===== config.mk =====
export PLATFORM = sky130hd
export DESIGN_NAME = sync_fifo_buf
export DESIGN_NICKNAME = d
export VERILOG_FILES = /design/src/rtl/sync_fifo_buf.sv
export SDC_FILE = /design/constraint.sdc
export NUM_CORES = 1
export LEC_CHECK = 0
export ABC_AREA = 0
export BUFFER_PORTS_ARGS = -buffer_cell sky130_fd_sc_hd__buf_4
export CAP_MARGIN = 20
export CORE_UTILIZATION = 40
export DETAILED_ROUTE_END_ITERATION = 10
export SLEW_MARGIN = 30
export SYNTH_ARGS = -nofsm -noshare
export SYNTH_HDL_FRONTEND = slang
export SYNTH_SLANG_ARGS = --single-unit

===== constraint.sdc =====
create_clock -name i_clk -period 4 [get_ports i_clk]
set_input_delay 0.4 -clock i_clk [delete_from_list [all_inputs] [get_ports i_clk]]
set_output_delay 0.4 -clock i_clk [all_outputs]
set_load 0.005 [all_outputs]

===== src/rtl/sync_fifo_buf.sv =====
// Single-clock FIFO with occupancy count, almost-full/almost-empty thresholds and sticky error flags.
// Latency: a word written on edge N can be popped on edge N+1; read data is registered, 1 cycle after i_rd_en.
// Backpressure: writes are dropped while full and reads are ignored while empty; both cases set a sticky flag.
module sync_fifo_buf #(
  parameter int DATA_SIZE = 8,
  parameter int ADDR_SIZE = 4,
  parameter int AF_LEVEL  = 12,
  parameter int AE_LEVEL  = 2
) (
  input  logic                 i_clk,
  input  logic                 i_rst,
  input  logic                 i_clr,
  input  logic                 i_wr_en,
  input  logic [DATA_SIZE-1:0] i_wr_data,
  input  logic                 i_rd_en,
  output logic [DATA_SIZE-1:0] o_rd_data,
  output logic                 o_rd_valid,
  output logic                 o_full,
  output logic                 o_empty,
  output logic                 o_almost_full,
  output logic                 o_almost_empty,
  output logic [ADDR_SIZE:0]   o_count,
  output logic                 o_overflow,
  output logic                 o_underflow
);

  localparam int DEPTH = 1 << ADDR_SIZE;

  // Threshold constants sized to the count so the flag compares are width-matched.
  localparam logic [ADDR_SIZE:0] AF_L    = AF_LEVEL[ADDR_SIZE:0];
  localparam logic [ADDR_SIZE:0] AE_L    = AE_LEVEL[ADDR_SIZE:0];
  localparam logic [ADDR_SIZE:0] PTR_ONE = {{ADDR_SIZE{1'b0}}, 1'b1};

  // Threshold levels outside the meaningful range would leave a flag stuck; refuse to elaborate.
  if (AF_LEVEL < 1 || AF_LEVEL > DEPTH) begin : g_bad_af_level
    $error("sync_fifo_buf: AF_LEVEL must lie in 1..2**ADDR_SIZE");
  end
  if (AE_LEVEL < 0 || AE_LEVEL > DEPTH - 1) begin : g_bad_ae_level
    $error("sync_fifo_buf: AE_LEVEL must lie in 0..2**ADDR_SIZE-1");
  end

  // Pointers carry one extra wrap bit so full and empty are distinguishable with equal addresses.
  logic [ADDR_SIZE:0]   wr_ptr_q, wr_ptr_d;
  logic [ADDR_SIZE:0]   rd_ptr_q, rd_ptr_d;
  logic [DATA_SIZE-1:0] rd_data_q, rd_data_d;
  logic                 rd_valid_q, rd_valid_d;
  logic                 overflow_q, overflow_d;
  logic                 underflow_q, underflow_d;

  logic [DATA_SIZE-1:0] mem_q [DEPTH];

  logic [ADDR_SIZE-1:0] wr_addr;
  logic [ADDR_SIZE-1:0] rd_addr;
  logic [ADDR_SIZE:0]   count;
  logic                 full;
  logic                 empty;
  logic                 wr_ok;
  logic                 rd_ok;

  assign wr_addr = wr_ptr_q[ADDR_SIZE-1:0];
  assign rd_addr = rd_ptr_q[ADDR_SIZE-1:0];

  // Status is purely a function of the registered pointers, never of this cycle's requests.
  always_comb begin
    count = wr_ptr_q - rd_ptr_q;
    full  = (wr_addr == rd_addr) && (wr_ptr_q[ADDR_SIZE] != rd_ptr_q[ADDR_SIZE]);
    empty = (wr_ptr_q == rd_ptr_q);
  end

  // Acceptance: a read on an empty FIFO is refused even when a write lands in the same cycle (no bypass).
  assign wr_ok = i_wr_en & ~full;
  assign rd_ok = i_rd_en & ~empty;

  // Next-state logic; a flush overrides any concurrent request and leaves the read data register alone.
  always_comb begin
    wr_ptr_d    = wr_ptr_q;
    rd_ptr_d    = rd_ptr_q;
    rd_data_d   = rd_data_q;
    rd_valid_d  = 1'b0;
    overflow_d  = overflow_q;
    underflow_d = underflow_q;
    if (i_clr) begin
      wr_ptr_d    = '0;
      rd_ptr_d    = '0;
      overflow_d  = 1'b0;
      underflow_d = 1'b0;
    end else begin
      if (wr_ok) begin
        wr_ptr_d = wr_ptr_q + PTR_ONE;
      end
      if (rd_ok) begin
        rd_ptr_d  = rd_ptr_q + PTR_ONE;
        rd_data_d = mem_q[rd_addr];
      end
      rd_valid_d = rd_ok;
      if (i_wr_en && full) begin
        overflow_d = 1'b1;
      end
      if (i_rd_en && empty) begin
        underflow_d = 1'b1;
      end
    end
  end

  // Control and read-port registers; reset discards all content by zeroing the pointers.
  always_ff @(posedge i_clk or negedge i_rst) begin
    if (!i_rst) begin
      wr_ptr_q    <= '0;
      rd_ptr_q    <= '0;
      rd_data_q   <= '0;
      rd_valid_q  <= 1'b0;
      overflow_q  <= 1'b0;
      underflow_q <= 1'b0;
    end else begin
      wr_ptr_q    <= wr_ptr_d;
      rd_ptr_q    <= rd_ptr_d;
      rd_data_q   <= rd_data_d;
      rd_valid_q  <= rd_valid_d;
      overflow_q  <= overflow_d;
      underflow_q <= underflow_d;
    end
  end

  // Storage array is not reset; stale words are unreachable once the pointers are cleared.
  always_ff @(posedge i_clk) begin
    if (!i_clr && wr_ok) begin
      mem_q[wr_addr] <= i_wr_data;
    end
  end

  assign o_rd_data      = rd_data_q;
  assign o_rd_valid     = rd_valid_q;
  assign o_full         = full;
  assign o_empty        = empty;
  assign o_almost_full  = (count >= AF_L);
  assign o_almost_empty = (count <= AE_L);
  assign o_count        = count;
  assign o_overflow     = overflow_q;
  assign o_underflow    = underflow_q;

endmodule

Yosys cells after proc, flatten, opt, wreduce, memory -nomap -nowiden
Memory sizes are Yosys's and may differ from the RTL's. A register that Yosys moved wholly into a read port is not among the register bits. Cells that the tools add are included.

Register bits: 13. Bits in writable memories: 128. Bits of input ports: 13. Output and inout port bits: 20. Word-level logic and storage cells: 41. Memories kept: 1.

Memories: mem_q (depth 16, bits a word 8, read ports 1, clocked after Yosys merged registers in 1, write ports 1, RTL line 50) `logic [DATA_SIZE-1:0] mem_q [DEPTH];`.

$add $sub $neg: 3. Order comparisons: 2. Equal/unequal tests: 3. Mux-type cells: 11. Bitwise operators: 5. Reduce and logical (&&, ||, !) cells: 11.

Operators with widths (number): two-way mux 5 bit (4); adder 5 x 1 -> 5 bit, second input constant (2); nonzero test 2 bit (4); two-way mux 1 bit (7); equality test 5 bit (1); >= comparator 5 x 4 -> 1 bit, second input constant (1); <= comparator 5 x 2 -> 1 bit, second input constant (1); subtractor 5 bit (1); equality test 4 bit (1); logical AND 1 bit (4); inverter 1 bit (3); bitwise AND 1 bit (2); logical NOT 1 bit (2); AND reduction 2 bit (1); != test 1 bit (1).

Longest topological paths before layout
Gate-level depths: netlist of run 1.

Word-level depth: 7. Depth in mapped cells: 10.

Least setup slack after synthesis of run 1
OpenSTA, ideal clock, no wires.

Kind: reg2reg. Start: reg rd_ptr_q[1]. End: mem mem_q[3][0] (enable). Setup time: 0.383 ns. Data arrival time: 2.733 ns. Slack: 0.883 ns. Stages on the path, launching flop included: 10. Path buffers: 3. Clock period less this slack: 3.117 ns. Path through: dfrtp_1 -> buf_2 -> buf_1 -> inv_1 -> ha_1 -> and4_1 -> buf_2 -> a211oi_1 -> nand2_1 -> nor3_1.

Longest elaborated chain between the ends: 7.

Ends and longest elaborated chain: start: declaration (RTL line 44) `logic [ADDR_SIZE:0] rd_ptr_q, rd_ptr_d;`; start signal: assignment (RTL line 116) `rd_ptr_q <= rd_ptr_d;`; equality test 4 bit (RTL line 66) `full = (wr_addr == rd_addr) && (wr_ptr_q[ADDR_SIZE] != rd_ptr_q[ADDR_SIZE]);`; logical AND 1 bit (RTL line 66); inverter 1 bit (RTL line 71) `assign wr_ok = i_wr_en & ~full;`; bitwise AND 1 bit (RTL line 71); logical AND 1 bit (RTL line 126) `if (!i_clr && wr_ok) begin`; two-way mux 1 bit (RTL line 126); two-way mux 1 bit (implied by the code) (RTL line 127) `mem_q[wr_addr] <= i_wr_data;`; end: declaration (RTL line 50).

Every way passes these cells.

Worst setup path after layout of run 1
Start: reg wr_ptr_q[0]. End: out o_almost_empty.

Longest elaborated chain between the ends: 2.

Ends and longest elaborated chain: start: declaration (RTL line 43) `logic [ADDR_SIZE:0] wr_ptr_q, wr_ptr_d;`; start signal: assignment (RTL line 115) `wr_ptr_q <= wr_ptr_d;`; subtractor 5 bit (RTL line 65) `count = wr_ptr_q - rd_ptr_q;`; <= comparator 5 x 2 -> 1 bit (RTL line 136) `assign o_almost_empty = (count <= AE_L);`; end: declaration (RTL line 21) `output logic o_almost_empty,`.

Every way passes these cells.

==> metrics.yaml, run 1 <==
pwr:
  power.leakage_nw: 2.377
  combinationalPowerShare_pct: 14.8
  switching_share_pct: 23.70
  vdd_ir_drop_max_v: 0.0004644
  power.internal_mw: 3.094
  share_seq_of_total_power_pct: 44.0
  p_switching_mw: 0.9613
  share_clk_of_total_power_pct: 41.2
  cellPowerDensity_nw_per_um2: 565.8
sta:
  clock_skew_ns: 0.007123
  timing.final.setup_violations: 0
  rsz0062_at_grt: "no"
  slew-limit-headroom_pct: 47.68
  finalHoldViolCount: 0
  final_max_slew_viol_count: 0
  post-route-period-util_pct: 73.85
  worst_case_setup_margin_in_the_final_layout_ns: 1.046
  finalWorstPathRequiredPeriod_ns: 2.954
  setup-tns-final_ns: 0
  max_freq_ghz: 0.3385
  max_slew.worst_pin.slew_ns: 0.7819
worst_setup_path:
  cp_slowest_stage_delay_ns: 0.41
  worst-endpoint-arrival_ns: 2.55
  crit_slowest_cell: "dfrtp_1"
  path_buf_inv: 3
  worst-path-max-fanout: 4
  setup.worst_path.end_class: "output port"
  worstPathRequired_ns: 3.60
  cp_common_cell: "inv_1"
  cp_top_family: "compound AO/OA/AOI/OAI gates"
  path_class: "reg -> out"
  timing.critical_path.cells: "inv_1, ha_1, inv_1, fa_1, a21o_1, a21oi_1, xnor2_1, o2111a_1, buf_4"
  critPathLaunchType: "register"
cells_and_area:
  drive_gt1_share_pct: 21.75
  nets: 433
  syn2layout_area_growth_pct: 17.38
  antennaDiodeCount: 0
clocking:
  cts_setup_buffers: 0
  cts.sink_count: 149
  h-tree-depth: 4
  numCtsBuffers: 17
  worst_skew_pair.late_latency_ns: 0.42
  clock_tree_buf_depth: 2
  postCtsResizedCells: 0
  clk_root_buffer_cell: "clkbuf_16"
  cts_tree: "built"
  ctsHoldBuffers: 1
  clk_slew_on_worst_s_h_paths_ns: 0.06
run_status:
  status: "complete, but fails checks"
  failed_checks: "DRC"
drt:
  m1WireLength_microns: 5741
  drcViolationCount: 2
  vias: 3197
  met3WireLength_microns: 480
  top_layer: "met4"
  drt-pass1-iter-count: 8
  route.detailed.vias_per_inst: 5.267
  detailroute.wirelength.met2_microns: 6014
  ant_nets: 0
  drt-initial-drc-count: 211
  routed_wire_length_per_instance_microns: 20.59
  final_wl_microns: 12500
floorplan:
  floorplan.initialDensity_pct: 41.54
  design.portCount: 33
  die_height_microns: 125.6
  num_rows: 44
  fp.dieW_microns: 125.6
  core_sq_um: 14700
  fp.dieArea_sq_um: 15760
logic_synthesis:
  fraction_of_the_yosys_area_taken_by_sequential_cells_pct: 71.56
  synth_area_per_cell_sq_um: 16.59
  ys_types: 42
  synth_enable_flop_cells: 128
  ys_ff_latch: 149
  asyncSetResetFlopFracSynth_pct: 14.09
  ys_warn_count: 0
  share_of_the_synthesized_area_in_the_top_cell_type_pct: 62.95
  postSynth.topFlopCell: "edfxtp_1"
  synthesis.area_sq_um: 6106
  post_synth_inst_count: 368
  synthTopCellsByCount: "128 x edfxtp_1, 35 x nor2_1, 34 x mux2i_1, 21 x dfrtp_1"
  yosysMostFrequentCell: "edfxtp_1"
  cells_taking_the_most_area_after_synthesis: "edfxtp_1 63%, dfrtp_1 8.6%, mux4_2 5.9%"
  synth.net_count: 391
  yosys.area.top_type: "edfxtp_1"
place:
  worst_slack_after_detailed_placement_ns: 1.108
  place.gp.congestion: 0.7827
  port-buffer-count: 32
  dp.final_hpwl_microns: 8186
grt:
  grt_antenna_before_repair: 0
  global_route_usage_over_all_layers_pct: 17.57
  global_route_wire_length_before_repair_microns: 19710
  globalRoute.totalOverflow: 0
  number_of_global_route_vias_before_repair: 3413
  grt_start_max_net_pins: 38
job:
  max_cap_viol_count: 0
min_path:
  min-delay-path-class: "in -> reg"
[worst register-to-register path: cells and delay by family (launching register included)]
family,cells,cell delay [ns]
compound gates,1,0.46
flops,1,0.48
simple gates,3,1.17
buf+inv,1,0.07
fa+ha+maj,1,0.34
[flip-flops by register name (all words and copies together), names as in the netlist]
signal / flops
wr_ptr_q: 5
mem_q: 128
o_underflow: 1
o_rd_valid: 1
o_rd_data: 8
rd_ptr_q: 5
o_overflow: 1
[per-layer routing]
metal / global-route usage (%) / vias up
met5: 0 / -
met4: 8.824 / 0
met3: 3.851 / 17
met2: 27.32 / 65
met1: 23.36 / 1602
li1: - / 1513
[power groups by stage]
stage                     Sequential (mW)  Combinational, mW  Clock, mW
after global routing                 1.79              0.660       1.77
after floorplan                      1.81              0.370          0
after detailed placement             1.81              0.614          0
after CTS                            1.78              0.618       1.71
final                                1.78              0.601       1.67
after global placement               1.81              0.607          0
[per-stage QoR]
stage / area (sq um) / hold slack (ns) / instances / util (%) / total power [mW]
3_5_place_dp: 6526 / 0.3198 / 574 / 44.40 / 2.428
3_3_place_gp: 6519 / 0.3116 / 574 / 44.35 / 2.420
5_1_grt: 7167 / 0.2621 / 607 / 48.76 / 4.216
6_report: 7167 / 0.2454 / 607 / 48.76 / 4.055
2_1_floorplan: 6106 / 0.1044 / 368 / - / 2.182
4_1_cts: 7167 / 0.2283 / 607 / 48.76 / 4.106
[cell type report]
type	instances	area (sq um)
well taps	184	230.2
repair buffers	39	295.3
fillers	1220	7532
flip-flops and latches	149	4372
clock buffers	18	429.2
inverters	13	48.80
multi-input cells	190	1590
clock inverters	14	201.4
[worst paths after layout]
kind | start | to | slack [ns] | cells past startpoint
worst max register to register | rd_ptr_q[3] | mem_q[6][1] | 1.12 | 6
worst min-delay path | i_wr_en | o_overflow | 0.25 | 3
max in group asynchronous | i_rst | rd_ptr_q[0] | 3.33 | 2
worst min register to register | o_underflow | o_underflow | 0.50 | 2
min in group asynchronous | i_rst | o_rd_data[7] | 0.42 | 2
worst max-delay path | wr_ptr_q[0] | o_almost_empty | 1.05 | 9
[layout by cell type (no fill, tap or decap), drive strengths merged]
cell         count
a21o             1
o22ai           16
xnor2            8
bufinv           4
a21boi           1
mux4            16
and4             1
nor2            35
fa               1
buf             38
o31ai            1
inv             15
o21ai            5
clkinv           3
clkinvlp         5
a31oi            8
dfrtp           21
dlygate4sd3      1
nand4            1
xor2             2
nand2           15
edfxtp         128
nor3b            1
o211ai           1
or3b             1
nand3b           2
a21oi            5
ha               9
or3              2
a211oi          12
clkbuf          18
a2111oi          1
nor3             4
nand3            3
nor2b            1
mux2i           34
o2111a           1
nand2b           2
[cell families after synthesis]
logic type | Yosys count | share of synthesized area, %
AO/OA/AOI/OAI | 52 | 5.799
multiplexers | 50 | 11.48
flip-flops | 149 | 71.56
buffers and inverters | 29 | 2.520
adder cells (fa/ha/maj) | 10 | 2.172
XOR/XNOR | 10 | 1.558
AND/OR/NAND/NOR | 68 | 4.918
(Power assumes the default switching activity.)
==> run 2, diff against run 1 <==
--- a/config.mk
+++ b/config.mk
@@ -5,7 +5,7 @@
 export SDC_FILE = /design/constraint.sdc
 export NUM_CORES = 1
 export LEC_CHECK = 0
-export ABC_AREA = 0
+export ABC_AREA = 1
 export BUFFER_PORTS_ARGS = -buffer_cell sky130_fd_sc_hd__buf_4
 export CAP_MARGIN = 20
 export CORE_UTILIZATION = 40
==> constraint.sdc (replaced) <==
create_clock -name i_clk -period 2.8 [get_ports i_clk]
set_input_delay 0.28 -clock i_clk [delete_from_list [all_inputs] [get_ports i_clk]]
set_output_delay 0.28 -clock i_clk [all_outputs]
set_load 0.005 [all_outputs]
==> run 2 against run 1 <==
  * The flow now finishes without violations
  * Final cell count increased by 54%
  * Clock skew increased by 0.0020 ns
  * Clock-buffer cell count is 1 lower
  * Area after synthesis grew 9.1%
  * Worst hold slack lost 0.16 ns
  * Power up 47%
  * Via count grew 43%
  * Utilization decreased by 0.22 points
  * Critical endpoint is now mem_q[5][4]
  * Largest power group unchanged
  * Highest routed layer unchanged
==> metrics.yaml, run 2 <==
run_status:
  status: "finished clean"  # was complete, but fails checks
sta:
  worst_case_setup_margin_in_the_final_layout_ns: 0.2376  # was 1.046 ns
  final_max_slew_viol_count: 0  # unchanged
  timing.hold.ws_ns: 0.08753  # was 0.2454 ns
  post-route-period-util_pct: 91.52
  slew-limit-headroom_pct: 52.86  # was 47.68%
  rsz0062_at_grt: "no"  # unchanged
  max_slew.worst_pin.slew_ns: 0.7070  # was 0.7819 ns
  timing.final.setup_violations: 0  # unchanged
  finalWorstPathRequiredPeriod_ns: 2.562
  clock_skew_ns: 0.009074  # was 0.007123 ns
  setup-tns-final_ns: 0  # unchanged
  finalHoldViolCount: 0  # unchanged
  max_freq_ghz: 0.3903
pwr:
  vdd_ir_drop_max_v: 0.0005071  # was 0.0004644 V
  power.leakage_nw: 3.391  # was 2.377 nW
  finalPower_mw: 5.981  # was 4.055 mW
  cellPowerDensity_nw_per_um2: 767.5  # was 565.8 nW/um^2
cells_and_area:
  largest_register_ff_count: 128  # unchanged
  top_library_cells_by_usage_in_the_layout_fill_and_taps_aside: "231 x nand2_1, 128 x edfxtp_1, 92 x inv_1, 89 x nand3_1, 46 x buf_4"  # was 128 x edfxtp_1, 38 x buf_4, 35 x nor2_1, 34 x mux2i_1, 19 x dfrtp_1
  syn2layout_area_growth_pct: 16.95  # was 17.38%
  antennaDiodeCount: 0  # unchanged
  max_flop_register: "mem_q"  # unchanged
  nets: 727  # was 433
  final_common_cell: "nand2_1"  # was edfxtp_1
  drive_gt1_share_pct: 12.41  # was 21.75%
  finalNonFillerCells: 933  # was 607
worst_setup_path:
  worst-r2r-cell-count: 9  # was 6
  worstPathRequired_ns: 2.86  # was 3.60 ns
  critPathLaunchType: "register"  # unchanged
  r2r_setup_slack_ns: 0.24  # was 1.12 ns
  worst-endpoint-arrival_ns: 2.62  # was 2.55 ns
  worst_reg2reg_startpoint: "wr_ptr_q[0]"  # was rd_ptr_q[3]
  critical_path.startpoint: "wr_ptr_q[0]"  # unchanged
  setup.worst_path.end_class: "register"  # was output port
  path_class: "reg -> reg"  # was reg -> out
  worst-path-max-fanout: 8  # was 4
logic_synthesis:
  synth_enable_flop_cells: 128  # unchanged
  asyncSetResetFlopFracSynth_pct: 14.09  # unchanged
  synth_area_per_cell_sq_um: 10.08  # was 16.59 sq um
  fraction_of_the_yosys_area_taken_by_sequential_cells_pct: 65.57  # was 71.56%
  post_synth_inst_count: 661  # was 368
  share_of_the_synthesized_area_in_the_top_cell_type_pct: 57.68  # was 62.95%
  ys_types: 27  # was 42
  postSynth.topFlopCell: "edfxtp_1"  # unchanged
  yosysMostFrequentCell: "nand2_1"  # was edfxtp_1
  synthTopCellsByCount: "231 x nand2_1, 128 x edfxtp_1, 92 x inv_1, 89 x nand3_1, 23 x nor2_1"  # was 128 x edfxtp_1, 35 x nor2_1, 34 x mux2i_1, 21 x dfrtp_1
  ys_warn_count: 0  # unchanged
  synthesis.area_sq_um: 6664  # was 6106 sq um
  yosys.area.top_type: "edfxtp_1"  # unchanged
  synth.net_count: 684  # was 391
  ys_ff_latch: 149  # unchanged
  cells_taking_the_most_area_after_synthesis: "edfxtp_1 58%, nand2_1 13%, dfrtp_1 7.9%"  # was edfxtp_1 63%, dfrtp_1 8.6%, mux4_2 5.9%
drt:
  ant_nets: 0  # unchanged
  final_wl_microns: 15570  # was 12500 microns
  route.detailed.vias_per_inst: 4.897  # was 5.267
  drt-pass1-iter-count: 5  # was 8
  drt-initial-drc-count: 356  # was 211
  vias: 4569  # was 3197
  drcViolationCount: 0  # was 2
  routed_wire_length_per_instance_microns: 16.68  # was 20.59 microns
grt:
  number_of_global_route_vias_before_repair: 4485  # was 3413
  global_route_usage_over_all_layers_pct: 20.03  # was 17.57%
  globalRoute.totalOverflow: 0  # unchanged
  grt_start_max_net_pins: 68  # was 38
  global_route_wire_length_before_repair_microns: 24420  # was 19710 microns
  grt_antenna_before_repair: 0  # unchanged
clocking:
  clk_root_buffer_cell: "clkbuf_16"  # unchanged
  h-tree-depth: 4  # unchanged
  cts_tree: "built"  # unchanged
  worst_skew_pair.late_latency_ns: 0.43  # was 0.42 ns
  clk_slew_on_worst_s_h_paths_ns: 0.06  # about the same
  numCtsBuffers: 17  # unchanged
  clock_tree_buf_depth: 2  # unchanged
  cts.sink_count: 149  # unchanged
  postCtsResizedCells: 0  # unchanged
  ctsHoldBuffers: 1  # unchanged
  cts_setup_buffers: 0  # unchanged
job:
  max_cap_viol_count: 0  # unchanged
place:
  dp.final_hpwl_microns: 10270  # was 8186 microns
  worst_slack_after_detailed_placement_ns: 0.2774  # was 1.108 ns
  post-place-cells: 900  # was 574
  place.gp.congestion: 0.8033  # was 0.7827
  port-buffer-count: 32  # unchanged
min_path:
  min-delay-path-class: "in -> reg"  # unchanged
  hold_critical_path_depth: 2  # was 3
  hold_path_startpoint: "i_clr"  # was i_wr_en
floorplan:
  design.portCount: 33  # unchanged
  floorplan.initialDensity_pct: 41.50  # was 41.54%
  num_rows: 46  # was 44
  fp.dieArea_sq_um: 17180  # was 15760 sq um
  die_height_microns: 131.1  # was 125.6 microns
  core_sq_um: 16060  # was 14700 sq um
  fp.dieW_microns: 131.1  # was 125.6 microns
run 2: kinds of logic (layout without fill, tap and decap cells):
kind of cell	count (synthesis)	in the layout	share of synthesized area [%]
buffers and inverters	121	177	7.623
AND/OR/NAND/NOR	354	354	22.16
adder cells (fa/ha/maj)	10	10	1.990
flip-flops	149	149	65.57
XOR/XNOR	8	8	1.051
AO/OA/AOI/OAI	19	19	1.615
run 2: layout make-up:
class | instances | area [sq um]
clock buffer | 17 | 425.4
inverter | 97 | 364.1
sequential | 149 | 4370
fill | 1450 | 8264
multi-input combinational | 391 | 1787
timing repair buffer | 48 | 375.4
tap | 216 | 270.3
clock inverter | 15 | 201.4
run 2: routing by layer:
metal | GRT usage [%] | routed length [microns] | vias up
li1 | - | - | 2220
met1 | 25.75 | 6741 | 2181
met2 | 32.49 | 7423 | 138
met3 | 4.058 | 959 | 30
met4 | 9.669 | 442 | 0
met5 | 0 | 0 | -
run 2: path summary, 6_finish.rpt:
check,end
hold reg to reg,o_rd_data[5]
hold / removal,o_underflow
max in group asynchronous,rd_ptr_q[0]
setup reg to reg,mem_q[5][4]
min in group asynchronous,o_rd_data[6]
setup / recovery,mem_q[5][4]
run 2: worst max-delay path, cell delays in order (launching register included):
cell and delay (ns):
dfrtp_1 0.40, inv_1 0.12, ha_1 0.30, inv_1 0.10, nor2_1 0.08, nand2_1 0.10, nand2_2 0.13, nor2_4 0.18
nand2_1 0.22, nor2_1 0.56
run 2: power by group:
part / switching (mW) / total, mW / leakage [nW] / internal [mW]
Combinational: 0.645 / 1.03 / 1.68 / 0.385
Clock: 0.922 / 2.42 / 0.290 / 1.50
Sequential: 0.0425 / 2.53 / 1.42 / 2.49
Total: 1.61 / 5.98 / 3.39 / 4.37
run 2: stage by stage:
| step | instance area [sq um] | util (%) |
|---|---|---|
| detailed placement | 7157 | 44.57 |
| CTS | 7794 | 48.54 |
| floorplan | 6664 | - |
| global route | 7794 | 48.54 |
| global placement | 7157 | 44.57 |
| finish | 7794 | 48.54 |
==> run 3, diff against run 2 <==
--- a/config.mk
+++ b/config.mk
@@ -8,6 +8,7 @@
 export ABC_AREA = 1
 export BUFFER_PORTS_ARGS = -buffer_cell sky130_fd_sc_hd__buf_4
 export CAP_MARGIN = 20
+export CORE_ASPECT_RATIO = 1.75
 export CORE_UTILIZATION = 40
 export DETAILED_ROUTE_END_ITERATION = 10
 export SLEW_MARGIN = 30
==> run 3 against run 2 <==
  * Routed wire length grew 5.9%
  * Power shrank 3.6%
  * Critical path depth is the same
  * Clock power shrank 9.9%
  * Final cell count grew 0.64%
  * Via count shrank 1.3%
  * Register-to-register slack gained 0.08 ns
  * Sequential share of layout area grew 0.46 points
  * Final area shrank 0.82%
  * Sequential power is essentially flat
  * Maximum frequency grew 2.3%
  * Utilization shrank 1.3 points
==> metrics.yaml, run 3 (same netlist as run 2, synthesis figures left out) <==
floorplan:
  fp.dieW_microns: 99.57  # was 131.1 microns
  core_sq_um: 16370  # was 16060 sq um
  num_rows: 62  # was 46
  fp.dieArea_sq_um: 17200  # was 17180 sq um
  design.portCount: 33  # unchanged
  die_height_microns: 172.7  # was 131.1 microns
  floorplan.initialDensity_pct: 40.71  # was 41.50%
job:
  max_cap_viol_count: 0  # unchanged
sta:
  max_freq_ghz: 0.3994  # was 0.3903 GHz
  finalHoldViolCount: 0  # unchanged
  rsz0062_at_grt: "no"  # unchanged
  post-route-period-util_pct: 89.42  # was 91.52%
  slew-limit-headroom_pct: 54.54  # was 52.86%
  setup-tns-final_ns: 0  # unchanged
  clock_skew_ns: 0.009456  # was 0.009074 ns
  timing.final.setup_violations: 0  # unchanged
  final_max_slew_viol_count: 0  # unchanged
  finalWorstPathRequiredPeriod_ns: 2.504  # was 2.562 ns
  max_slew.worst_pin.slew_ns: 0.6819  # was 0.7070 ns
grt:
  globalRoute.totalOverflow: 0  # unchanged
  global_route_wire_length_before_repair_microns: 25360  # was 24420 microns
  number_of_global_route_vias_before_repair: 4597  # was 4485
  grt_start_max_net_pins: 68  # unchanged
  grt_antenna_before_repair: 0  # unchanged
  global_route_usage_over_all_layers_pct: 20.45  # was 20.03%
pwr:
  power.leakage_nw: 3.376  # was 3.391 nW
  switching_share_pct: 27.62  # was 26.90%
  share_seq_of_total_power_pct: 44.0  # was 42.4%
  cellPowerDensity_nw_per_um2: 745.6  # was 767.5 nW/um^2
  vdd_ir_drop_max_v: 0.0003208  # was 0.0005071 V
  p_switching_mw: 1.592  # was 1.609 mW
  power.internal_mw: 4.172  # was 4.372 mW
  share_clk_of_total_power_pct: 37.8  # was 40.4%
  combinationalPowerShare_pct: 18.3  # was 17.2%
cells_and_area:
  syn2layout_area_growth_pct: 16.00  # was 16.95%
  max_flop_register: "mem_q"  # unchanged
  finish.utilization_pct: 47.23  # was 48.54%
  antennaDiodeCount: 0  # unchanged
  final_common_cell: "nand2_1"  # unchanged
  nets: 725  # was 727
  largest_register_ff_count: 128  # unchanged
  drive_gt1_share_pct: 12.03  # was 12.41%
  finalNonFillerCells: 939  # was 933
  top_library_cells_by_usage_in_the_layout_fill_and_taps_aside: "231 x nand2_1, 128 x edfxtp_1, 92 x inv_1, 89 x nand3_1, 44 x buf_4"  # was 231 x nand2_1, 128 x edfxtp_1, 92 x inv_1, 89 x nand3_1, 46 x buf_4
drt:
  route.detailed.vias_per_inst: 4.804  # was 4.897
  drt-initial-drc-count: 224  # was 356
  vias: 4511  # was 4569
  final_wl_microns: 16490  # was 15570 microns
  routed_wire_length_per_instance_microns: 17.56  # was 16.68 microns
  drt-pass1-iter-count: 4  # was 5
  ant_nets: 0  # unchanged
  drcViolationCount: 0  # unchanged
worst_setup_path:
  timing.critical_path.cells: "inv_1, ha_1, inv_1, fa_1, nand3_1, nand2_1, xor2_1, a21o_1, buf_4"  # was inv_1, ha_1, inv_1, nor2_1, nand2_1, nand2_2, nor2_4, nand2_1, nor2_1
  worst-endpoint-arrival_ns: 2.22  # was 2.62 ns
  path_buf_inv: 3  # was 2
  path_class: "reg -> out"  # was reg -> reg
  crit_slowest_cell: "dfrtp_1"  # was nor2_1
  cp_common_cell: "inv_1"
  cp_top_family: "adder cells"  # was simple AND/OR/NAND/NOR gates
  critPathLaunchType: "register"  # unchanged
  cp_slowest_stage_delay_ns: 0.41  # was 0.56 ns
  worstPathRequired_ns: 2.52  # was 2.86 ns
  setup.worst_path.end_class: "output port"  # was register
  worst-path-max-fanout: 5  # was 8
clocking:
  worst_skew_pair.late_latency_ns: 0.41  # was 0.43 ns
  clock_tree_buf_depth: 2  # unchanged
  clk_slew_on_worst_s_h_paths_ns: 0.06  # about the same
  cts.sink_count: 149  # unchanged
  cts_tree: "built"  # unchanged
  postCtsResizedCells: 0  # unchanged
  clk_root_buffer_cell: "clkbuf_16"  # unchanged
  numCtsBuffers: 17  # unchanged
  h-tree-depth: 4  # unchanged
place:
  dp.final_hpwl_microns: 11350  # was 10270 microns
  place.gp.congestion: 0.9171  # was 0.8033
  post-place-cells: 906  # was 900
  port-buffer-count: 32  # unchanged
run_status:
  status: "finished clean"  # unchanged
min_path:
  min-delay-path-class: "in -> reg"  # unchanged
run 3: what timing repair did:
item | in CTS | in global routing
setup buffers | 0 | 0
hold buffers | 1 | 0
hold endpoints to repair | 21 | 0
run 3: per-layer routing:
layer	GRT usage, %	share of wire (%)	up-vias
met1	21.52	37	2140
met4	14.89	5.3	0
met2	36.37	54	114
met3	3.072	3.4	40
met5	0	0	-
li1	-	-	2217
run 3: worst reg2reg max path: stages (launching register included):
cell and delay [ns]:
dfrtp_1 0.44, ha_1 0.39, nand3_1 0.10, nor2_1 0.06, nand2_1 0.09, nand2_2 0.12
nor2_4 0.17, nand2_1 0.20, nor2_1 0.55
run 3: power by group through the flow:
| stage | logic, mW | registers, mW | clock network, mW |
|---|---|---|---|
| global placement | 1.06 | 2.58 | 0 |
| detailed placement | 1.06 | 2.58 | 0 |
| floorplan | 0.636 | 2.58 | 0 |
| finish | 1.05 | 2.53 | 2.18 |
| CTS | 1.06 | 2.54 | 2.20 |
| global route | 1.17 | 2.54 | 2.30 |
run 3: area by class of cell:
type,count,area [sq um]
clock buffers,21,471.7
clock inverters,11,96.34
fillers,1460,8638
inverters,97,364.1
multi-input cells,391,1787
flip-flops and latches,149,4370
well taps,224,280.3
repair buffers,46,360.3
run 3: worst paths after layout:
kind                               from            end  slack [ns]  cells after the start
max                         wr_ptr_q[0]  o_almost_full        0.30                      9
min                               i_clr     o_overflow        0.11                      2
max reg2reg                 wr_ptr_q[2]    mem_q[8][5]        0.32                      8
min reg2reg                o_rd_data[3]   o_rd_data[3]        0.48                      2
max in group asynchronous         i_rst    rd_ptr_q[0]        2.26                      2
min in group asynchronous         i_rst     o_overflow        0.29                      2
run 3: metrics by stage:
stage / setup WS (ns) / hold slack (ns) / power (mW) / area [sq um]
global placement: 0.3486 / 0.1810 / 3.634 / 7152
CTS: 0.2694 / 0.09080 / 5.805 / 7730
global route: 0.06885 / 0.09766 / 6.019 / 7730
detailed placement: 0.2834 / 0.1834 / 3.638 / 7152
finish: 0.2963 / 0.1101 / 5.764 / 7730
floorplan: 0.2221 / -0.01559 / 3.219 / 6664
